## src/rtl/ttt_prog_sequencer.sv

```systemverilog
// Replays a byte-framed host program stream (OP, NID, CNT, D...) as single-cycle
// neuron programming writes. Optional trailing XOR checksum byte: define PROG_CHECKSUM_EN.
module ttt_prog_sequencer #(
  parameter int NUM_PROCESSORS = 10,
  parameter int PROG_WIDTH     = 8,
  localparam int NID_W         = (NUM_PROCESSORS > 1) ? $clog2(NUM_PROCESSORS) : 1
) (
  input  logic                  clock_fast,
  input  logic                  reset,
  input  logic [PROG_WIDTH-1:0] in_data,
  input  logic                  in_valid,
  output logic                  in_ready,
  output logic [NID_W-1:0]      neuron_id,
  output logic [2:0]            prog_header,
  output logic [PROG_WIDTH-1:0] prog_data,
  output logic                  hold,
  output logic                  busy,
  output logic                  done,
  output logic                  err
);

  typedef enum logic [2:0] {
    S_IDLE,
    S_NID,
    S_CNT,
    S_DATA,
    S_CHK,
    S_DONE
  } state_t;

  // Only AUTO_INC (bit 7) and the header field (bits 2:0) may be set in OP.
  localparam logic [PROG_WIDTH-1:0] OP_LEGAL  = PROG_WIDTH'(8'h87);
  localparam logic [PROG_WIDTH-1:0] NID_LIMIT = PROG_WIDTH'(NUM_PROCESSORS);
  localparam logic [NID_W-1:0]      NID_LAST  = NID_W'(NUM_PROCESSORS - 1);

  state_t                  state_reg;
  logic [2:0]              hdr_reg;
  logic                    auto_inc_reg;
  logic [NID_W-1:0]        cur_reg;
  logic [PROG_WIDTH-1:0]   rem_reg;
  logic [NID_W-1:0]        neuron_id_reg;
  logic [2:0]              prog_header_reg;
  logic [PROG_WIDTH-1:0]   prog_data_reg;
  logic                    busy_reg;
  logic                    done_reg;
  logic                    err_reg;
`ifdef PROG_CHECKSUM_EN
  logic [PROG_WIDTH-1:0]   chk_reg;
`endif

  logic                    accept;
  logic                    op_ok;
  logic                    nid_ok;
  logic                    cnt_ok;
  logic [NID_W-1:0]        cur_next;

  assign in_ready = !reset && (state_reg != S_DONE);
  assign accept   = in_valid && in_ready;

  assign op_ok  = (in_data[2:0] != 3'b000) && ((in_data & ~OP_LEGAL) == '0);
  assign nid_ok = (in_data < NID_LIMIT);
  assign cnt_ok = (in_data != '0);

  // Target for the write after the current one; wraps at the last neuron.
  assign cur_next = !auto_inc_reg       ? cur_reg :
                    (cur_reg == NID_LAST) ? '0 : cur_reg + NID_W'(1);

  always_ff @(posedge clock_fast) begin
    if (reset) begin
      state_reg       <= S_IDLE;
      hdr_reg         <= '0;
      auto_inc_reg    <= 1'b0;
      cur_reg         <= '0;
      rem_reg         <= '0;
      neuron_id_reg   <= '0;
      prog_header_reg <= '0;
      prog_data_reg   <= '0;
      busy_reg        <= 1'b0;
      done_reg        <= 1'b0;
      err_reg         <= 1'b0;
`ifdef PROG_CHECKSUM_EN
      chk_reg         <= '0;
`endif
    end else begin
      prog_header_reg <= 3'b000;
      done_reg        <= 1'b0;
      // busy drops one cycle after done; an OP accepted this cycle re-asserts it below.
      if (done_reg) busy_reg <= 1'b0;

      case (state_reg)
        S_IDLE: begin
          if (accept) begin
            if (op_ok) begin
              hdr_reg      <= in_data[2:0];
              auto_inc_reg <= in_data[7];
              busy_reg     <= 1'b1;
              state_reg    <= S_NID;
`ifdef PROG_CHECKSUM_EN
              chk_reg      <= in_data;
`endif
            end else begin
              err_reg <= 1'b1;
            end
          end
        end
        S_NID: begin
          if (accept) begin
            if (nid_ok) begin
              cur_reg   <= in_data[NID_W-1:0];
              state_reg <= S_CNT;
`ifdef PROG_CHECKSUM_EN
              chk_reg   <= chk_reg ^ in_data;
`endif
            end else begin
              err_reg   <= 1'b1;
              busy_reg  <= 1'b0;
              state_reg <= S_IDLE;
            end
          end
        end
        S_CNT: begin
          if (accept) begin
            if (cnt_ok) begin
              rem_reg   <= in_data;
              state_reg <= S_DATA;
`ifdef PROG_CHECKSUM_EN
              chk_reg   <= chk_reg ^ in_data;
`endif
            end else begin
              err_reg   <= 1'b1;
              busy_reg  <= 1'b0;
              state_reg <= S_IDLE;
            end
          end
        end
        S_DATA: begin
          if (accept) begin
            prog_header_reg <= hdr_reg;
            prog_data_reg   <= in_data;
            neuron_id_reg   <= cur_reg;
            cur_reg         <= cur_next;
            rem_reg         <= rem_reg - PROG_WIDTH'(1);
`ifdef PROG_CHECKSUM_EN
            chk_reg         <= chk_reg ^ in_data;
            if (rem_reg == PROG_WIDTH'(1)) state_reg <= S_CHK;
`else
            if (rem_reg == PROG_WIDTH'(1)) state_reg <= S_DONE;
`endif
          end
        end
`ifdef PROG_CHECKSUM_EN
        S_CHK: begin
          if (accept) begin
            if (in_data == chk_reg) begin
              state_reg <= S_DONE;
            end else begin
              err_reg   <= 1'b1;
              busy_reg  <= 1'b0;
              state_reg <= S_IDLE;
            end
          end
        end
`endif
        S_DONE: begin
          done_reg  <= 1'b1;
          state_reg <= S_IDLE;
        end
        default: state_reg <= S_IDLE;
      endcase
    end
  end

  assign neuron_id   = neuron_id_reg;
  assign prog_header = prog_header_reg;
  assign prog_data   = prog_data_reg;
  assign hold        = busy_reg;
  assign busy        = busy_reg;
  assign done        = done_reg;
  assign err         = err_reg;

endmodule

```

## config.mk

```make
export PLATFORM = sky130hd
export DESIGN_NAME = ttt_prog_sequencer
export DESIGN_NICKNAME = d
export VERILOG_FILES = /design/src/rtl/ttt_prog_sequencer.sv
export SDC_FILE = /design/constraint.sdc
export NUM_CORES = 1
export LEC_CHECK = 0
export CAP_MARGIN = 25
export CORE_MARGIN = 2
export CORE_UTILIZATION = 35
export DETAILED_ROUTE_END_ITERATION = 8
export PLACE_DENSITY_LB_ADDON = 0.05
export SLEW_MARGIN = 5
export SYNTH_ARGS = -nofsm -noshare
export SYNTH_HDL_FRONTEND = slang
export SYNTH_SLANG_ARGS = --single-unit
```

## constraint.sdc

```tcl
create_clock -name clock_fast -period 3.01 [get_ports clock_fast]
set_clock_uncertainty 0.1 [all_clocks]
set_input_delay 0.602 -clock clock_fast [delete_from_list [all_inputs] [get_ports clock_fast]]
set_output_delay 0.602 -clock clock_fast [all_outputs]
set_load 0.1 [all_outputs]
```

# Word-level counts from Yosys, hierarchy flattened
# Cells that the tools add are included.
dict set report word_totals {
  regBits 37
  output_inout_bits 20
  wordCells 88
}
dict set report classes {
  n_lt_le_gt_ge 1
  mux 35
  bitwise 2
  addsub 2
  n_eq_ne 19
  reduce_logical 18
}
# op count
set op_table {}
lappend op_table {{8-bit two-way mux} 3}
lappend op_table {{2-bit inequality test, second input constant} 12}
lappend op_table {{4-bit two-way mux} 5}
lappend op_table {{3-bit two-way mux} 6}
lappend op_table {{8-bit case mux with 2 select lines} 1}
lappend op_table {{1-bit two-way mux} 14}
lappend op_table {{3-bit case mux with 4 select lines} 1}
lappend op_table {{8-bit by 1-bit equality test with 1-bit output, second input constant} 1}
lappend op_table {{8-bit zero test} 1}
lappend op_table {{8-bit by 4-bit < comparator with 1-bit output, second input constant} 1}
lappend op_table {{4-bit case mux with 2 select lines} 1}
lappend op_table {{8-bit nonzero test} 1}
lappend op_table {{8-bit by 1-bit subtractor with 8-bit output, second input constant} 1}
lappend op_table {{7-bit AND reduction} 1}
lappend op_table {{3-bit by 2-bit equality test with 1-bit output, second input constant} 2}
lappend op_table {{1-bit case mux with 3 select lines} 2}
lappend op_table {{6-bit AND reduction} 1}
lappend op_table {{3-bit nonzero test} 2}
lappend op_table {{5-bit AND reduction} 1}
lappend op_table {{4-bit by 1-bit adder with 4-bit output, second input constant} 1}
lappend op_table {{4-bit equality test, second input constant} 1}
lappend op_table {{2-bit two-way mux} 2}
lappend op_table {{4-bit AND reduction} 1}
lappend op_table {{2-bit nonzero test} 2}
lappend op_table {{other kinds (10)} 13}

# Logic depth before layout (Yosys ltp)
# Gate-level depths: netlist of the first run.
dict set report depth {
  ltp_word 5
  depth_mapped 7
  ltp_nobuf 5
}

# Worst setup path before layout of the first run
# No wires, ideal clock.
dict set report synth_timing {
  path_type {input port to output port}
  start {input reset}
  end {output in_ready}
  cell_stages 3
  arrival_time_ns 2.434
  path_slack_ns -0.126
  path_cell_list {clkbuf_1 > clkbuf_1 > a21oi_1}
}
dict set report synth_via {
  elab_chain_len 2
}
# item line_no
set synth_lines {}
lappend synth_lines {{start: declaration} 9} ;# input logic reset,
lappend synth_lines {{1-bit zero test} 57} ;# assign in_ready = !reset && (state_reg != S_DONE);
lappend synth_lines {{1-bit logical AND} 57}
lappend synth_lines {{end: declaration} 12} ;# output logic in_ready,
# Every way passes these cells.

# Worst setup path in the final report of the first run
dict set report layout_timing {
  start {input in_data[3]}
  end {register busy_reg (netlist: busy)}
}
dict set report layout_via {
  elab_chain_len 5
  elab_cells_between_ends 11
  classes_between {order compare: 1; mux: 7; reduce/logical: 3}
}
# item line_no
set layout_lines {}
lappend layout_lines {{start: declaration} 10} ;# input logic [PROG_WIDTH-1:0] in_data,
lappend layout_lines {{branches (longest 4 deep; another with 8-bit by 4-bit < comparator with 1-bit output)} -}
lappend layout_lines {{1-bit case mux with 3 select lines (*)} 90} ;# case (state_reg)
lappend layout_lines {{end signal: assignment} 78} ;# busy_reg <= 1'b0;
lappend layout_lines {{end signal: assignment} 88} ;# if (done_reg) busy_reg <= 1'b0;
lappend layout_lines {{end signal: assignment} 96} ;# busy_reg <= 1'b1;
lappend layout_lines {{end: declaration} 44} ;# logic busy_reg;
# Every way passes the cells marked *.
# A chain may end at the register's enable or synchronous reset.

==> results.yml, run 1 <==
yosys:
  syn_inst: 235
  yosysMostFrequentCell: "dfxtp_1"
  yosys.area.top_type_share_pct: 38.7
  synth_fp_nets: 248
  ys.flop_type: "dfxtp_1"
  syn_area_per_cell_um2: 8.14
  synthArstFlopShare_pct: 0
  synth_top_area_cell: "dfxtp_1"
  ys_seq_elements: 37
  synth.distinct_cells: 53
  synthTopCellsByArea: "dfxtp_1 (39%), a21oi_1 (6.8%), nand2_1 (6.5%)"
  ys.warnings.count: 0
  synth_edf_count: 0
  syn_area_mm2: 0.00191
  seq_area_frac_synth_pct: 38.7
  synth_common_cells: "dfxtp_1 (37), nand2_1 (33), a21oi_1 (26), nor2_1 (20), clkbuf_1 (10)"
die:
  start_util_pct: 36.7
  die_area_mm2: 0.00607
  die_h_um: 77.9
  fp.coreArea_mm2: 0.00520
  io_pins: 31
  dieWidth_um: 77.9
  fp-row-count: 26
clock_network:
  cts_made_buffers: 5
  cts_resized: 0
  hold_buffers: 0
  clk_path_buf_depth: 2
  cts_tree: "done"
  htree_levels: 2
  clk_pin_slew_worst_paths_ns: 0.08
  clkLatencyLatePin_ns: 0.29
  cts_setup_buffers: 0
  cts_sinks: 37
  cts-root-buf: "clkbuf_8"
route:
  ant_nets: 0
  wire_per_inst_um: 15.3
  drt_wl_total_mm: 5.11
  drt_iter0_markers: 98
  drc: 0
  via_per_inst: 5.36
  first_pass_iters: 4
  vias: 1785
placement:
  gp_congestion: 0.823
  dp_cells: 326
  hpwl_mm: 3.69
  port_buffers: 30
final_layout:
  finalNonFillerCells: 333
  area_delta_synth_final_pct: 22.8
  layout.nets: 276
  diodes: 0
  drive_gt1_share_pct: 17.5
  n_fill_cell: 551
global_route:
  grt_pass1_vias: 1612
  grt.overflow.total: 0
  grt_max_degree: 18
  antenna_found_initial: 0
  grt_pass1_wl_mm: 8.41
  grt_usage_pct: 17.9
setup_path:
  startpoint_type: "input pin"
  r2r-end: "cur_reg[3]"
  cp.arrival_ns: 2.59
  cp.required_ns: 3.11
  r2r-start: "state_reg[1]"
  endpoint_kind: "flop"
  worstSetupPathType: "input pin to flop"
  crit_fanout: 7
  reg2reg_slack_ns: 0.97
  r2r_cells: 5
worst_hold_path:
  min_path_cells: 2
  worstHoldPathType: "flop to flop"
  min_to: "neuron_id[3]"
  hold_start: "neuron_id[3]"
power_and_ir_drop:
  power_density_mw_per_mm2: 427
  leakage_nw: 0.866
  peakVddDrop_uv: 220
timing:
  slew_headroom_pct: 37.9
  worst_slew_pin_slew_ns: 0.927
  hold_viol: 0
  slew_violations: 0
  finalSetupTns_ns: 0
  period_needed_ns: 2.48
  grt_setup_unrepaired: "false"
  finalSetupViolCount: 0
  maxClockFrequency_mhz: 402
  fin_crit_sh_pct: 82.5
  holdWs_ns: 0.357
status:
  status: "complete, no violations"
run:
  cap_violations: 0
==> kinds of logic (layout without fill, tap and decap cells) <==
kind of cell               count (synthesis)  in the layout  synth area share [%]
DFF                                       37             37                  38.7
adders and majority gates                  2              2                  1.31
buffers and inverters                     24             52                  5.63
AOI/OAI and AO/OA                         68             68                  23.6
and+or+nand+nor                           99             99                  28.2
xor gates and xnor gates                   1              1                 0.458
muxes                                      4              4                  2.09
==> how the worst max path moves through the flow <==
stage,start,end,slack (ns),cells after the start
after floorplan,reset,in_ready,0.50,3
after global placement,in_data[3],busy,0.17,4
after detailed placement,in_data[3],busy,0.24,4
after CTS,in_data[3],busy,0.54,4
after global routing,in_data[3],busy,0.47,4
final,in_data[3],busy,0.53,4
==> worst max-delay path, cell delays in order <==
cell	delay [ns]
clkdlybuf4s50_1	0.54
nor4_1	0.72
nand4_2	0.39
a221oi_2	0.33
==> per-stage QoR <==
step                      area [µm²]  utilization [%]  worst slack, ns  total power, mW
after floorplan                 1920                -            0.498            0.557
after global placement          2240             43.1            0.170            0.601
after detailed placement        2240             43.1            0.237            0.599
after CTS                       2350             45.1            0.540             1.02
after global routing            2350             45.1            0.471             1.06
final                           2350             45.1            0.525             1.00
==> final cells by class <==
class | count | area, µm² | share of cell area [%]
Tap cell | 70 | 87.6 | 3.73
Clock inverter | 2 | 35.0 | 1.49
Multi-Input combinational cell | 174 | 1070 | 45.4
Clock buffer | 5 | 68.8 | 2.93
Timing Repair Buffer | 38 | 323 | 13.7
Sequential cell | 37 | 741 | 31.5
Inverter | 7 | 26.3 | 1.12
==> where the power goes <==
group | switching [mW] | internal [mW]
Sequential | 0.00446 | 0.492
Clock | 0.175 | 0.241
Combinational | 0.0585 | 0.0331
==> per-layer routing <==
layer  up-vias  GRT usage [%]  wire [µm]
met4         0           4.74         26
met2        41           28.2       2400
met1       842           24.1       2480
li1        900              -          -
met5         -              0          0
met3         2           5.00        207
==> cell usage in the layout (no fill, tap or decap), types with 2 or more instances in the layout <==
cell type	count
a211oi_1	2
a21o_1	5
a21oi_1	25
a21oi_2	2
a22o_1	2
a31o_2	2
a31oi_1	5
and3_1	6
and3b_1	3
buf_4	27
clkbuf_8	5
clkdlybuf4s50_1	10
dfxtp_1	37
ha_1	2
inv_1	7
mux2i_1	4
nand2_1	33
nand2b_1	3
nand3_1	6
nand3b_1	2
nand4_1	3
nor2_1	20
nor2b_1	4
nor3_1	7
o21ai_0	7
o21ai_1	2
o311ai_0	2
o41ai_1	2
or3_1	2
No activity file was read; power rests on OpenSTA's default activity.
==> run 2, diff against run 1 <==
Clock period 3.01 ns to 2.35 ns, I/O delays scaled along.
==> results.yml, run 2 (synthesized netlist as in run 1, its figures left out) <==
run:
  cap_violations: 0
final_layout:
  layout.nets: 293
  final_common_cell: "buf_4"
  mostFrequentLayoutCells: "buf_4 (43), dfxtp_1 (37), nand2_1 (33)"
  drive_gt1_share_pct: 22.4
  area_delta_synth_final_pct: 30.8
  finalNonFillerCells: 351
  diodes: 0
  n_fill_cell: 568
die:
  io_pins: 31
  start_util_pct: 36.7
  die_area_mm2: 0.00607
  fp.coreArea_mm2: 0.00520
  fp-row-count: 26
  die_h_um: 77.9
  dieWidth_um: 77.9
power_and_ir_drop:
  pwr-share-seq_pct: 47.4
  power_density_mw_per_mm2: 537
  p_int_mw: 1.03
  peakVddDrop_uv: 293
  combPwrFrac_pct: 9.6
  p_switching_uw: 315
  leakage_nw: 0.957
  swShare_pct: 23.4
  power_frac_clock_pct: 43.0
setup_path:
  cp.arrival_ns: 1.60
  startpoint_type: "input pin"
  crit_fanout: 14
  endpoint_kind: "output port"
  cp.required_ns: 1.78
  crit_chain: "clkdlybuf4s50_1, buf_4, a21oi_2, buf_12"
  max_stage_delay_ns: 0.51
  cpMaxStageDelayCell: "clkdlybuf4s50_1"
  crit_buf_inv: 3
  worstSetupPathType: "input pin to output port"
  crit_family: "buffers and inverters"
global_route:
  antenna_found_initial: 0
  grt_max_degree: 19
  grt_pass1_vias: 1759
  grt_usage_pct: 18.6
  grt_pass1_wl_mm: 8.87
  grt.overflow.total: 0
clock_network:
  clkLatencyLatePin_ns: 0.29
  clk_path_buf_depth: 2
  cts-root-buf: "clkbuf_8"
  cts_made_buffers: 5
  clk_pin_slew_worst_paths_ns: 0.07
  cts_resized: 0
  hold_buffers: 0
  cts_tree: "done"
  htree_levels: 2
  cts_setup_buffers: 0
  cts_sinks: 37
route:
  drc: 0
  wire_per_inst_um: 15.3
  first_pass_iters: 4
  drt_wl_total_mm: 5.36
  via_per_inst: 5.30
  drt_iter0_markers: 87
  vias: 1861
  ant_nets: 0
worst_hold_path:
  worstHoldPathType: "flop to flop"
timing:
  worst_slew_pin_slew_ns: 0.612
  fin_crit_sh_pct: 92.4
  slew_headroom_pct: 58.8
  hold_viol: 0
  finalSetupTns_ns: 0
  period_needed_ns: 2.17
  maxClockFrequency_mhz: 461
  grt_setup_unrepaired: "false"
  slew_violations: 0
  holdWs_ns: 0.356
  finalSetupViolCount: 0
placement:
  port_buffers: 30
  gp_congestion: 0.823
  hpwl_mm: 3.98
  dp_cells: 343
status:
  status: "complete, no violations"
## run 2: changes by cell type in the layout (fill, tap and decap cells not counted)
cell	previous run	this run
buf_4	27	43
buf_12	1	2
clkbuf_1	0	1
clkbuf_8	5	6
clkinv_2	1	0
## run 2: path summary, 6_finish.rpt
check | startpoint | to | slack, ns | cells past startpoint
min reg2reg | neuron_id[3] | neuron_id[3] | 0.36 | 2
max | reset | in_ready | 0.18 | 4
max reg2reg | state_reg[1] | cur_reg[3] | 0.36 | 4
min | neuron_id[3] | neuron_id[3] | 0.36 | 2
## run 2: area by class of cell
| cell class | instances | area, µm² | area share (%) |
|---|---|---|---|
| inverter | 7 | 26.3 | 1.05 |
| sequential | 37 | 741 | 29.6 |
| clock buffer | 7 | 86.3 | 3.45 |
| multi-input combinational | 174 | 1070 | 42.7 |
| timing repair buffer | 55 | 463 | 18.5 |
| tap | 70 | 87.6 | 3.50 |
| clock inverter | 1 | 30.0 | 1.20 |
## run 2: per-layer routing
metal / global-route usage (%) / up-vias / part of all wire, %
met5: 0 / - / 0
met4: 6.84 / 0 / 1.4
met3: 3.60 / 7 / 3.6
met2: 30.3 / 35 / 48
met1: 24.4 / 884 / 47
li1: - / 935 / -
## run 2: metrics by stage
step	utilization (%)	setup WS [ns]	instance area [µm²]	power [mW]
floorplan	-	0.102	1920	0.714
global placement	45.8	0.0151	2380	0.780
detailed placement	45.8	0.00425	2380	0.780
CTS	48.1	0.170	2500	1.36
global route	48.1	0.130	2500	1.40
finish	48.1	0.179	2500	1.34
## run 2: power by group through the flow
stage / sequential (mW) / clock (mW) / combinational [mW]
after floorplan: 0.659 / 0 / 0.0546
after global placement: 0.651 / 0 / 0.129
after detailed placement: 0.651 / 0 / 0.129
after CTS: 0.636 / 0.596 / 0.130
after global routing: 0.637 / 0.629 / 0.138
final: 0.636 / 0.578 / 0.129
## run 2: worst register-to-register path: cells and delay by family, from the launching register on
kind	cells	cell delay [ns]
AND/OR/NAND/NOR	2	0.74
flip-flops	1	0.60
AO/OA/AOI/OAI	2	0.43
==> RTL edit: new RTL, settings of run 1 <==
Add a define of `PROG_CHECKSUM_EN`.
--- a/src/rtl/ttt_prog_sequencer.sv
+++ b/src/rtl/ttt_prog_sequencer.sv
@@ -1,4 +1,6 @@
 // Replays a byte-framed host program stream (OP, NID, CNT, D...) as single-cycle
 // neuron programming writes. Optional trailing XOR checksum byte: define PROG_CHECKSUM_EN.
+`define PROG_CHECKSUM_EN
+
 module ttt_prog_sequencer #(
   parameter int NUM_PROCESSORS = 10,
Check against the original RTL: not equivalent (a bounded check fails within 10 cycles, from zero or initial values and one cycle with reset high).
==> RTL edit against run 1 <==
Worst hold slack worse by 0.0027 ns; critical path type unchanged; power is 27% higher; sequential cell count is 8 higher; via count is 26% higher; synthesized cell count is 29% higher; global-route usage is 0.19 points higher; design area is 26% higher; fmax is 2.0% lower; wire length is 27% higher; clock power is 31% higher; critical endpoint unchanged; area after synthesis is 26% higher; first-iteration DRC count is 48% higher; worst setup slack worse by 0.051 ns.
==> RTL edit: results (changes against run 1) <==
| Metric | Value |
|---|---|
| Mux share of post-synthesis cell area | 0.00415 (-0.0168) |
| Critical Path AT | 2.65 ns (+0.06 ns) |
| Top cell family by delay on the critical path | compound AO/OA/AOI/OAI gates |
| Worst-path cell with the longest stage delay | o32ai_1 |
| Syn_area_per_cell | 7.96 µm² (-2.2%) |
| Layout Nets | 347 (+26%) |
| Drt first-iter violations | 145 (+48%) |
| Post-Synth Adder-Cell Area | 0.0104 (-0.00271) |
| Placed Area | 2820 µm² (+26%) |
| Hpwl dp | 4540 µm (+23%) |
| Maximum number of pins on one net before global-route repair | 33 (+15) |
| Vias per Instance | 5.43 (+1.3%) |
| Number of global-route vias before repair | 2177 (+35%) |
| CTS root buf | clkbuf_8 |
| Commonest cells post-synth | 53 x nand2_1, 45 x dfxtp_1, 36 x a21oi_1 |
| Routability cong. | 0.784 (-4.8%) |
| Fraction of layout cells with a size suffix above 1 | 0.188 (+0.0132) |
| First-pass GRT wire length | 10800 µm (+28%) |
| CP peak stage delay | 0.51 ns (-0.21 ns) |
| Pre-CTS setup slack | 0.178 ns (-0.0590 ns) |
| Routed wire length | 6490 µm (+27%) |
| Maximum vdd drop | 0.236 mV (+7.5%) |
| Postcts setup bufs | 0 (unchanged) |
| Status | completed |
| Post-synthesis xor/xnor area fraction | 0.0363 (+0.0317) |
| GR Util All Layers | 0.181 (+0.00190) |
| Leakage power | 1.08 nW (+24%) |
| CP Max Fanout | 3 (-4) |
| Initial antenna violation count | 0 (unchanged) |
| Seq/Total Area, Yosys | 0.374 (-0.0138) |
| Placed instance count | 407 (+25%) |
| Compound-gate portion of the synthesized area | 0.267 (+0.0317) |
| Relative slew slack | 0.543 (+0.163) |
| Synth area leaders | dfxtp_1 37%, nand2_1 8.3%, a21oi_1 7.5% |
| Total number of vias | 2254 (+26%) |
| H-tree levels | 2 (unchanged) |
| Synth unique cells | 57 (+7.5%) |
-- RTL edit: cell count changes after synthesis, moves of 5 or more --
cell,delta
a21o_1,-5
a21oi_1,+10
clkbuf_1,+11
dfxtp_1,+8
nand2_1,+20
nor3_2,+5
o21ai_0,+5
xnor2_1,+7
-- RTL edit: layout make-up --
cell class	count	area [µm²]
timing repair buffer	51	433
clock inverter	3	65.1
inverter	6	22.5
tap	80	100
fill	679	3770
sequential	45	901
multi-input combinational	225	1360
clock buffer	5	68.8
-- RTL edit: path summary, 6_finish.rpt --
check             cells past startpoint  slack [ns]                 endpoint                 startpoint
hold reg to reg                       2        0.35  hdr_reg[2]$_SDFFE_PP0P_    hdr_reg[2]$_SDFFE_PP0P_
setup / recovery                      7        0.47          busy$_SDFF_PP0_                 in_data[4]
hold / removal                        2        0.35  hdr_reg[2]$_SDFFE_PP0P_    hdr_reg[2]$_SDFFE_PP0P_
setup reg to reg                      4        0.83  rem_reg[7]$_SDFFE_PP0P_  state_reg[1]$_SDFFE_PP0P_
-- RTL edit: where the power goes --
| group | total, mW | switching (mW) | internal (mW) | leakage (nW) |
|---|---|---|---|---|
| sequential | 0.604 | 0.00438 | 0.599 | 0.363 |
| combinational | 0.127 | 0.0791 | 0.0483 | 0.647 |
| clock | 0.543 | 0.213 | 0.330 | 0.0681 |
-- RTL edit: cells by family (layout without fill, tap and decap cells) --
kind of cell,after synthesis,in the layout
buffers and inverters,33,65
adder cells (fa/ha/maj),2,2
AO/OA/AOI/OAI,94,94
XOR/XNOR,10,10
AND/OR/NAND/NOR,118,118
multiplexers,1,1
flip-flops,45,45
-- RTL edit: metal layers --
layer	vias up	global-route usage	wire [µm]
li1	1144	-	-
met1	1065	0.246	3260
met2	39	0.294	2940
met3	6	0.0370	213
met4	0	0.0426	70
met5	-	0	0
